--- config.mk ---
export PLATFORM = sky130hd
export DESIGN_NAME = packet_arbiter_sv
export DESIGN_NICKNAME = d
export VERILOG_FILES = /design/src/rtl/packet_arbiter_pkg.sv /design/src/rtl/packet_arbiter_sv_stall_timer.sv /design/src/rtl/packet_arbiter_sv.sv
export SDC_FILE = /design/constraint.sdc
export NUM_CORES = 1
export LEC_CHECK = 0
export ABC_AREA = 0
export CAP_MARGIN = 20
export CORE_AREA = 2 2 246 248
export CTS_BUF_LIST = sky130_fd_sc_hd__clkbuf_4 sky130_fd_sc_hd__clkbuf_8
export CTS_CLUSTER_DIAMETER = 150
export DETAILED_ROUTE_END_ITERATION = 16
export DIE_AREA = 0 0 248 250
export GPL_ROUTABILITY_DRIVEN = 0
export PLACE_DENSITY_LB_ADDON = 0.1
export SLEW_MARGIN = 30
export SYNTH_ARGS = -nofsm -noshare
export SYNTH_HDL_FRONTEND = slang
export SYNTH_SLANG_ARGS = --single-unit
export TNS_END_PERCENT = 50
--- constraint.sdc ---
create_clock -name axis_aclk -period 2.7 [get_ports axis_aclk]
set_input_delay 0.54 -clock axis_aclk [delete_from_list [all_inputs] [get_ports axis_aclk]]
set_output_delay 0.54 -clock axis_aclk [all_outputs]
set_load 0.005 [all_outputs]
--- src/rtl/packet_arbiter_pkg.sv ---
// packet_arbiter_pkg: shared types, widths and round-robin choice for packet_arbiter_sv
package packet_arbiter_pkg;
  typedef enum logic [1:0] {IDLE, OWN0, OWN1} arb_state_t;
  localparam int PKT_CNT_W = 16;
  // returns 1 when source 1 should own next; on contention the source not served last wins
  function automatic logic next_owner(input logic [1:0] valid, input logic last_served);
    return (&valid) ? ~last_served : valid[1];
  endfunction
endpackage

--- src/rtl/packet_arbiter_sv_stall_timer.sv ---
// stall_timer: counts idle cycles of a grant and flags the abort threshold
// clk/rst: clock, async active-high reset; clr: restart at 0; en: count this cycle
// hit: count has reached TIMEOUT_CYCLES-1
module stall_timer #(
  parameter int TIMEOUT_CYCLES = 1024
) (
  input  logic clk,
  input  logic rst,
  input  logic clr,
  input  logic en,
  output logic hit
);
  localparam int W = $clog2(TIMEOUT_CYCLES);
  logic [W-1:0] cnt;
  always_ff @(posedge clk or posedge rst)
    if (rst) cnt <= '0;
    else if (clr) cnt <= '0;
    else if (en) cnt <= cnt + W'(1);
  assign hit = cnt == W'(TIMEOUT_CYCLES - 1);
endmodule

--- src/rtl/packet_arbiter_sv.sv ---
// packet_arbiter_sv: packet-granular round-robin arbiter of two AXIS sources onto one sink
// s00/s01: source streams (tlast only checked); m00: sink stream with generated tlast
// grant: one-hot owner; pkt_count0/1: completed packets; err_tlast/err_timeout: sticky flags
module packet_arbiter_sv
  import packet_arbiter_pkg::*;
#(
  parameter int TDATA_WIDTH    = 192,
  parameter int PACKET_COUNT   = 512,
  parameter int TIMEOUT_CYCLES = 1024
) (
  input  logic                   axis_aclk,
  input  logic                   axis_areset,
  input  logic                   enable,
  input  logic                   s00_axis_tvalid,
  input  logic [TDATA_WIDTH-1:0] s00_axis_tdata,
  input  logic                   s00_axis_tlast,
  output logic                   s00_axis_tready,
  input  logic                   s01_axis_tvalid,
  input  logic [TDATA_WIDTH-1:0] s01_axis_tdata,
  input  logic                   s01_axis_tlast,
  output logic                   s01_axis_tready,
  output logic                   m00_axis_tvalid,
  output logic [TDATA_WIDTH-1:0] m00_axis_tdata,
  output logic                   m00_axis_tlast,
  input  logic                   m00_axis_tready,
  output logic [1:0]             grant,
  output logic [PKT_CNT_W-1:0]   pkt_count0,
  output logic [PKT_CNT_W-1:0]   pkt_count1,
  output logic                   err_tlast,
  output logic                   err_timeout
);
  localparam int BW = $clog2(PACKET_COUNT);
  localparam logic [BW-1:0] LAST_BEAT = BW'(PACKET_COUNT - 1);
  arb_state_t state, state_n;
  logic last_served, sel, granted, accept, src_tlast, done, stall_hit, timeout;
  logic [BW-1:0] beat_cnt;
  // the timer is held at zero while idle so every grant starts with a fresh stall budget
  stall_timer #(.TIMEOUT_CYCLES(TIMEOUT_CYCLES)) u_stall (
    .clk(axis_aclk),
    .rst(axis_areset),
    .clr(accept | ~granted | stall_hit),
    .en(granted),
    .hit(stall_hit)
  );
  always_comb begin
    sel = state == OWN1;
    granted = state != IDLE;
    grant = {sel, state == OWN0};
    m00_axis_tvalid = sel ? s01_axis_tvalid : (granted & s00_axis_tvalid);
    m00_axis_tdata = sel ? s01_axis_tdata : (granted ? s00_axis_tdata : '0);
    s00_axis_tready = (state == OWN0) & m00_axis_tready;
    s01_axis_tready = sel & m00_axis_tready;
    m00_axis_tlast = granted & (beat_cnt == LAST_BEAT);
    src_tlast = sel ? s01_axis_tlast : s00_axis_tlast;
    accept = m00_axis_tvalid & m00_axis_tready;
    done = accept & m00_axis_tlast;
    // an accepted beat on the threshold cycle always beats the timeout
    timeout = granted & stall_hit & ~accept;
    state_n = state;
    if (!granted && enable && (s00_axis_tvalid || s01_axis_tvalid))
      state_n = next_owner({s01_axis_tvalid, s00_axis_tvalid}, last_served) ? OWN1 : OWN0;
    else if (done || timeout)
      state_n = IDLE;
  end
  always_ff @(posedge axis_aclk or posedge axis_areset)
    if (axis_areset) begin
      state <= IDLE;
      last_served <= 1'b1;
      beat_cnt <= '0;
      pkt_count0 <= '0;
      pkt_count1 <= '0;
      err_tlast <= 1'b0;
      err_timeout <= 1'b0;
    end else begin
      state <= state_n;
      beat_cnt <= (done || timeout) ? '0 : beat_cnt + BW'(accept);
      if (done || timeout) last_served <= sel;
      if (done && !sel) pkt_count0 <= pkt_count0 + PKT_CNT_W'(1);
      if (done && sel) pkt_count1 <= pkt_count1 + PKT_CNT_W'(1);
      if (accept && (src_tlast != m00_axis_tlast)) err_tlast <= 1'b1;
      if (timeout) err_timeout <= 1'b1;
    end
endmodule

==> summary.md, run 1 <==
| Metric | Value |
|---|---|
| Mean Syn Cell Area | 9.36 um^2 |
| Final worst slack | -0.0192 ns |
| Max clock buf depth | 2 |
| Total Routing Usage GR | 15.7% |
| Die ar. | 62,000 um^2 |
| Worst EP required | roughly 2.2 ns |
| Worst-margin pin slew | 0.539 ns |
| #FFs+latches synth | 56 |
| Max VDD drop | 0.160 mV |
| M1 GR Usage | 18.9% |
| H-tree depth | 2 |
| Grt ovf | 0 |
| CTS buffer count | 5 |
| RSZ-0062 raised after global routing | yes |
| Crit path capture type | primary output |
| Storage cell area | roughly 1400 um^2 |
| Max-cap viol count | 0 |
| Final slew viol count | 0 |
| Crit path cell chain | nand2b_4 > clkinv_8 > buf_16 > a22o_1 > clkdlybuf4s50_1 |
| Initial core utilization | approximately 7.6% |
| Static leakage | about 0.0053 uW |
| Post-synth EDFFs | 0 |
| Max incr delay on CP | 0.58 ns |
| Post-synthesis sequential area ratio | 31.1% |
| ANT nets after route | 0 |
| DRT Pass-1 Iters | 4 |
| Mapped Nets | 879 |
| Fin crit share | 101% |
| Final setup vio count | 4 |
| Pre-CTS WS | between 0.1 and 0.15 ns |
| I/O pins | between 600 and 700 |
| Clock net sink count | 56 |
| Post-Syn Area | about 4500 um^2 |
| First-pass GRT wire length | 64,900 um |
| Largest net degree at the start of global routing | 85 |
| GRT busiest layer | met2 |
| Grt met2 use | 26.6% |
| Final Skew | around 0.021 ns |
| P&R area growth vs syn | 175% |
| Vias per cell | 3.61 |
| Post-synth top flop | dfrtp_1 |
| Chip Width | about 250 um |
| Hold Vio Cnt, Final | 0 |
| DR vias | 6,832 |
| Maximum fanout along the worst path | 15 |
| Fmax | between 0.3 and 0.4 GHz |
| Drt total wl | 52,100 um |
| Layout cells sized above 1 | 6.08% |
| Tmin final | between 2 and 3 ns |
| Chip height | 250 um |
| Root Driver | clkbuf_8 |
| Area of the multi-input gates | around 2900 um^2 |
| CTS tree | yes |
| Relative slew slack | approximately 64% |
| Number of distinct library cells after synthesis | 37 |
| Initial DRC count | 346 |
| Port Buffers | 623 |
| Area of the core | roughly 60,000 um^2 |
| YS warnings | 0 |
| Slowest cell on crit path | clkdlybuf4s50_1 |
| CTS clk-pin slew, worst paths | 0.12 ns |
| Hpwl dp | 44,600 um |
| Worst path bufs/invs | 3 |
| Site Rows | 90 |
| Drc violations | 0 |
| WS Path Type | reg2out |
| Final #Nets | roughly 1,500 |
| Grt met3 use | 6.71% |
| Filler cells | 6,563 |
| Critical Path Source Type | register |
| Pwr dens | 225 nW/um^2 |
| Worst-Skew Late Latency | 0.33 ns |
| Failing checks | negative setup slack |
| Cells after synthesis | 482 |
| Worst path arrival time | about 2.2 ns |
| Initial antenna violation count | 38 |
| Vias in the first global route | ~7,000 |
| Wire per inst | 27.6 um |
| Total Neg Setup Slack | -0.0280 ns |
| Post-synth ARST share | 100% |
| Crit path max-delay family | buffers and inverters |
| Status | finished with violations |
| Worst Hold Class | reg2reg |
-- layer usage --
| metal | up-vias | routed length [um] |
|---|---|---|
| met5 | - | 233 |
| met4 | 38 | 552 |
| met3 | 57 | 5670 |
| met2 | 379 | 24600 |
| met1 | 3227 | 21000 |
| li1 | 3131 | - |
-- layout make-up --
type | count | area share [%]
sequential | 56 | 11.4
tap | 782 | 7.89
clock buffer | 6 | 0.616
timing repair inverter | 1 | 0.0505
inverter | 9 | 0.414
clock inverter | 2 | 0.131
antenna | 6 | 0.121
multi-input combinational | 371 | 23.5
timing repair buffer | 657 | 55.9
-- repair_timing --
item                                    CTS  global route
setup buffers                             2             3
hold buffers                              0             0
pin swaps                                 0             5
cloned                                    4             3
resized for setup                        21            82
endpoints found under the setup margin  193           141
-- sequential cells by signal, summed over array words and instances, names as in the netlist --
register     cells
pkt_count0      16
state            2
err_timeout      1
pkt_count1      16
u_stall.cnt     10
last_served      1
err_tlast        1
beat_cnt         9
-- synth_stat cells, drive strengths merged (2+ instances only) --
master	count	area share, %
a22o	192	37
and2	5	0.69
and3	10	1.4
and4	3	0.58
buf	17	1.9
clkbuf	29	2.4
dfrtp	55	31
ha	5	1.4
inv	8	0.67
mux2	3	0.75
nand2	22	2.1
nand2b	4	0.55
nand3	20	2.2
nand4	11	1.5
nor2	28	2.4
nor3	6	0.67
nor3b	2	0.44
nor4	2	0.75
o21ai	4	0.69
or2	2	0.28
xnor2	28	5.4
xor2	18	3.5
-- worst reg2reg max path, stage by stage, from the launching register on --
cell and delay [ns]:
dfrtp_2 0.45, nor2_1 0.11, or4_4 0.58, buf_4 0.18, nor4_4 0.47, nand4_1 0.17
xnor2_1 0.15
-- placed cells by master (no fill, tap or decap), types with 11 or more instances in the layout --
cell type / instances
clkdlybuf4s50_1: 545
a22o_1: 189
dlymetal6s2s_1: 68
dfrtp_1: 52
xnor2_1: 28
nor2_1: 27
nand2_1: 20
nand3_1: 20
xor2_1: 18
buf_4: 18
nand4_1: 11
-- cells by family after synthesis --
logic type | Yosys count | share of synthesized area, %
buf+inv | 55 | 5.13
mux | 4 | 0.971
simple gates | 117 | 14.0
xor+xnor | 46 | 8.93
compound gates | 199 | 38.5
flops | 56 | 31.1
fa+ha+maj | 5 | 1.39
-- final timing paths --
kind | start | to | slack (ns) | cells after the start
min reg2reg | err_timeout | err_timeout | 0.48 | 1
max | state[0] | m00_axis_tdata[90] | -0.02 | 5
max reg2reg | state[1] | pkt_count0[11] | 0.48 | 6
min in group asynchronous | axis_areset | pkt_count0[14] | 0.56 | 3
max in group asynchronous | axis_areset | beat_cnt[2] | 1.62 | 3
min | err_timeout | err_timeout | 0.48 | 1
-- report_power, final --
group / internal (uW) / leakage, uW / switching [uW]
logic: 916 / 0.00451 / 399
registers: 904 / 0.000747 / 69.2
clock network: 196 / 0.0000449 / 307
-- stage by stage --
step / cell area [um^2] / hold slack [ns] / power [uW] / std cells / utilization (%)
after floorplan: 4510 / 0.451 / 1270 / 482 / -
after global placement: 11800 / 0.465 / 2340 / 1864 / 19.8
after detailed placement: 11800 / 0.473 / 2340 / 1864 / 19.8
after CTS: 12000 / 0.491 / 2860 / 1878 / 20.2
after global routing: 12400 / 0.512 / 2970 / 1884 / 20.8
final: 12400 / 0.481 / 2790 / 1890 / 20.8
(Power assumes the default switching activity.)
==> inputs of run 2 (changes only) <==
REMOVE_ABC_BUFFERS = 1   (was default)
==> summary.md, run 2 (synthesis results as in run 1) <==
| Metric | Value |
|---|---|
| Status | finished, final reports clean |
| Fin crit share | 99.3% (-1.5 points) |
| Root Driver | clkbuf_8 |
| CTS tree | yes |
| Tmin final | 2.68 ns (-0.0392 ns) |
| Drc violations | 0 (unchanged) |
| Vias per cell | 3.64 (+0.67%) |
| CTS buffer count | 5 (unchanged) |
| Wire per inst | 29.5 um (+7.1%) |
| Fin area | 12,600 um^2 (+1.9%) |
| Reg2reg end | beat_cnt[6] |
| Count of non-filler cells in the finished layout | 1,930 (+2.1%) |
| Port Buffers | 623 (unchanged) |
| Worst path arrival time | 2.14 ns (-0.04 ns) |
| Crit path to | m00_axis_tdata[122] |
| DR vias | 7,023 (+2.8%) |
| Relative slew slack | 68.3% (+4.2 points) |
| Worst Setup SP | state[0] |
| Max-cap viol count | 0 (unchanged) |
| Hold Vio Cnt, Final | 0 (unchanged) |
| Final Skew | 0.0233 ns (+0.00194 ns) |
| Vias in the first global route | 7,041 (+1.1%) |
| Die ar. | 62,000 um^2 (unchanged) |
| Filler cells | 6,580 (+0.26%) |
| Site Rows | 90 (unchanged) |
| Slowest cell on crit path | dfrtp_4 |
| Largest regs | pkt_count0: 16 flops, pkt_count1: 16 flops, u_stall.cnt: 10 flops |
| Hpwl dp | 48,900 um (+9.8%) |
| DRT Pass-1 Iters | 5 (+1) |
| Grt ovf | 0 (unchanged) |
| CTS clk-pin slew, worst paths | 0.13 ns (about the same) |
| Initial core utilization | 7.57% (unchanged) |
| Fmax | 0.373 GHz (+1.5%) |
| Layout cells sized above 1 | 9.08% (+3.0 points) |
| Max incr delay on CP | 0.49 ns (-0.09 ns) |
| WS Path Type | reg2out |
| Max clock buf depth | 2 (unchanged) |
| Initial DRC count | 305 (-12%) |
| RSZ-0062 raised after global routing | yes |
| Chip Width | 248 um (unchanged) |
| Dpl cells | 1,867 (+0.16%) |
| Cts-stage hold buffer count | 0 (unchanged) |
| Clock net sink count | 56 (unchanged) |
| Initial antenna violation count | 64 (+68%) |
| R2R Setup Slk | 0.41 ns (-0.07 ns) |
| Crit path capture type | primary output |
| Total Routing Usage GR | 17.2% (+1.5 points) |
| P&R area growth vs syn | 180% |
| Max VDD drop | 0.170 mV (+6.1%) |
| Drt total wl | 57,000 um (+9.3%) |
| Final setup vio count | 0 (-4) |
| Commonest cells after routing, fill and taps aside | 462 x clkdlybuf4s50_1, 187 x a22o_1, 109 x dlygate4sd2_1 |
| Critical Path Source Type | register |
| H-tree depth | 2 (unchanged) |
| Commonest non-fill, non-tap cell in the layout | clkdlybuf4s50_1 |
| First-pass GRT wire length | 70,700 um (+9.0%) |
| Number of cells on the worst reg-to-reg path | 11 (+5) |
| Worst-margin pin slew | 0.472 ns (-0.0670 ns) |
| Area of the core | 59,600 um^2 (unchanged) |
| Final #Nets | 1,519 (+1.4%) |
| Placed Instance Area | 11,900 um^2 (+0.55%) |
| ANT nets after route | 0 (unchanged) |
| Pwr dens | 222 nW/um^2 (-1.6%) |
| Static leakage | 0.00538 uW (+1.4%) |
| Crit path cell chain | nand2b_4 > buf_6 > inv_8 > buf_12 > a22o_1 > clkdlybuf4s50_1 |
| Reg-to-reg startpoint | state[0] |
| Chip height | 250 um (unchanged) |
| Largest net degree at the start of global routing | 41 (-52%) |
| Maximum fanout along the worst path | 22 (+7) |
| Worst-Skew Late Latency | 0.35 ns (+0.02 ns) |
| Final slew viol count | 0 (unchanged) |
| Worst Hold Class | reg2reg |
| I/O pins | 624 (unchanged) |
| Total Neg Setup Slack | 0 ns (+0.0280 ns) |
| Worst EP required | 2.16 ns (about the same) |
[run 2: changes by cell type in the layout (fill, tap and decap cells not counted), sizes merged]
| cell | previous run | this run |
|---|---|---|
| buf | 31 | 59 |
| bufbuf | 1 | 2 |
| clkbuf | 8 | 11 |
| clkdlybuf4s15 | 0 | 2 |
| clkdlybuf4s50 | 545 | 462 |
| clkinv | 2 | 0 |
| clkinvlp | 1 | 0 |
| diode | 6 | 25 |
| dlygate4sd2 | 10 | 109 |
| dlymetal6s2s | 68 | 38 |
| inv | 9 | 13 |
[run 2: worst min path at each step]
stage | slack [ns] | cells after the start | from | endpoint
after detailed placement | 0.46 | 1 | err_tlast | err_tlast
after global routing | 0.51 | 2 | axis_areset | pkt_count0[11]
after CTS | 0.50 | 2 | axis_areset | pkt_count0[11]
final | 0.49 | 1 | err_tlast | err_tlast
after global placement | 0.46 | 1 | err_timeout | err_timeout
after floorplan | 0.45 | 1 | err_tlast | err_tlast
[run 2: per-stage QoR]
stage | hold WS, ns | setup slack (ns) | util [%] | total power, uW
floorplan | 0.451 | -4.37 | - | 1270
global placement | 0.459 | 0.0674 | 19.9 | 2350
detailed placement | 0.464 | 0.0698 | 19.9 | 2340
CTS | 0.496 | -0.182 | 20.7 | 2870
global route | 0.512 | -0.0705 | 21.1 | 2960
finish | 0.487 | 0.0200 | 21.2 | 2800
[run 2: routing by layer]
layer	track usage (%)	part of all wire, %	vias up
met5	0	0.50	-
met4	2.60	1.2	42
li1	-	-	3209
met2	29.7	49	355
met3	10.4	13	80
met1	18.2	36	3337
[run 2: final cells by class]
| cell class | instances | area (um^2) | area share, % |
|---|---|---|---|
| Timing Repair Buffer | 677 | 7080 | 56.0 |
| Multi-Input combinational cell | 371 | 2930 | 23.2 |
| Sequential cell | 56 | 1410 | 11.1 |
| Tap cell | 782 | 978 | 7.74 |
| Clock buffer | 6 | 82.6 | 0.654 |
| Antenna cell | 25 | 62.6 | 0.495 |
| Inverter | 9 | 55.1 | 0.436 |
| Timing Repair inverter | 2 | 22.5 | 0.178 |
| Clock inverter | 2 | 17.5 | 0.139 |
[run 2: what timing repair did]
| action | CTS | global route |
|---|---|---|
| cloned | 9 | 2 |
| gates resized for setup | 156 | 55 |
| pin swaps | 6 | 0 |
| setup endpoints to repair | 186 | 74 |
| buffers inserted | 10 | 9 |
[run 2: critical path: cells and delay by family (launching register included)]
kind | cells | cell delay (ns)
flops | 1 | 0.49
compound gates | 1 | 0.14
simple gates | 1 | 0.24
buf+inv | 4 | 0.93
[run 2: power by group]
part,internal [uW],leakage (uW),switching [uW]
combinational,871,0.00458,397
sequential,904,0.000747,70.2
clock,217,0.0000524,341
total,1990,0.00538,808
==> inputs of run 3 (changes only) <==
CAP_MARGIN = default   (was 20)
==> results of run 3 <==
Final layout, timing and power as in run 2 (identical DEF).
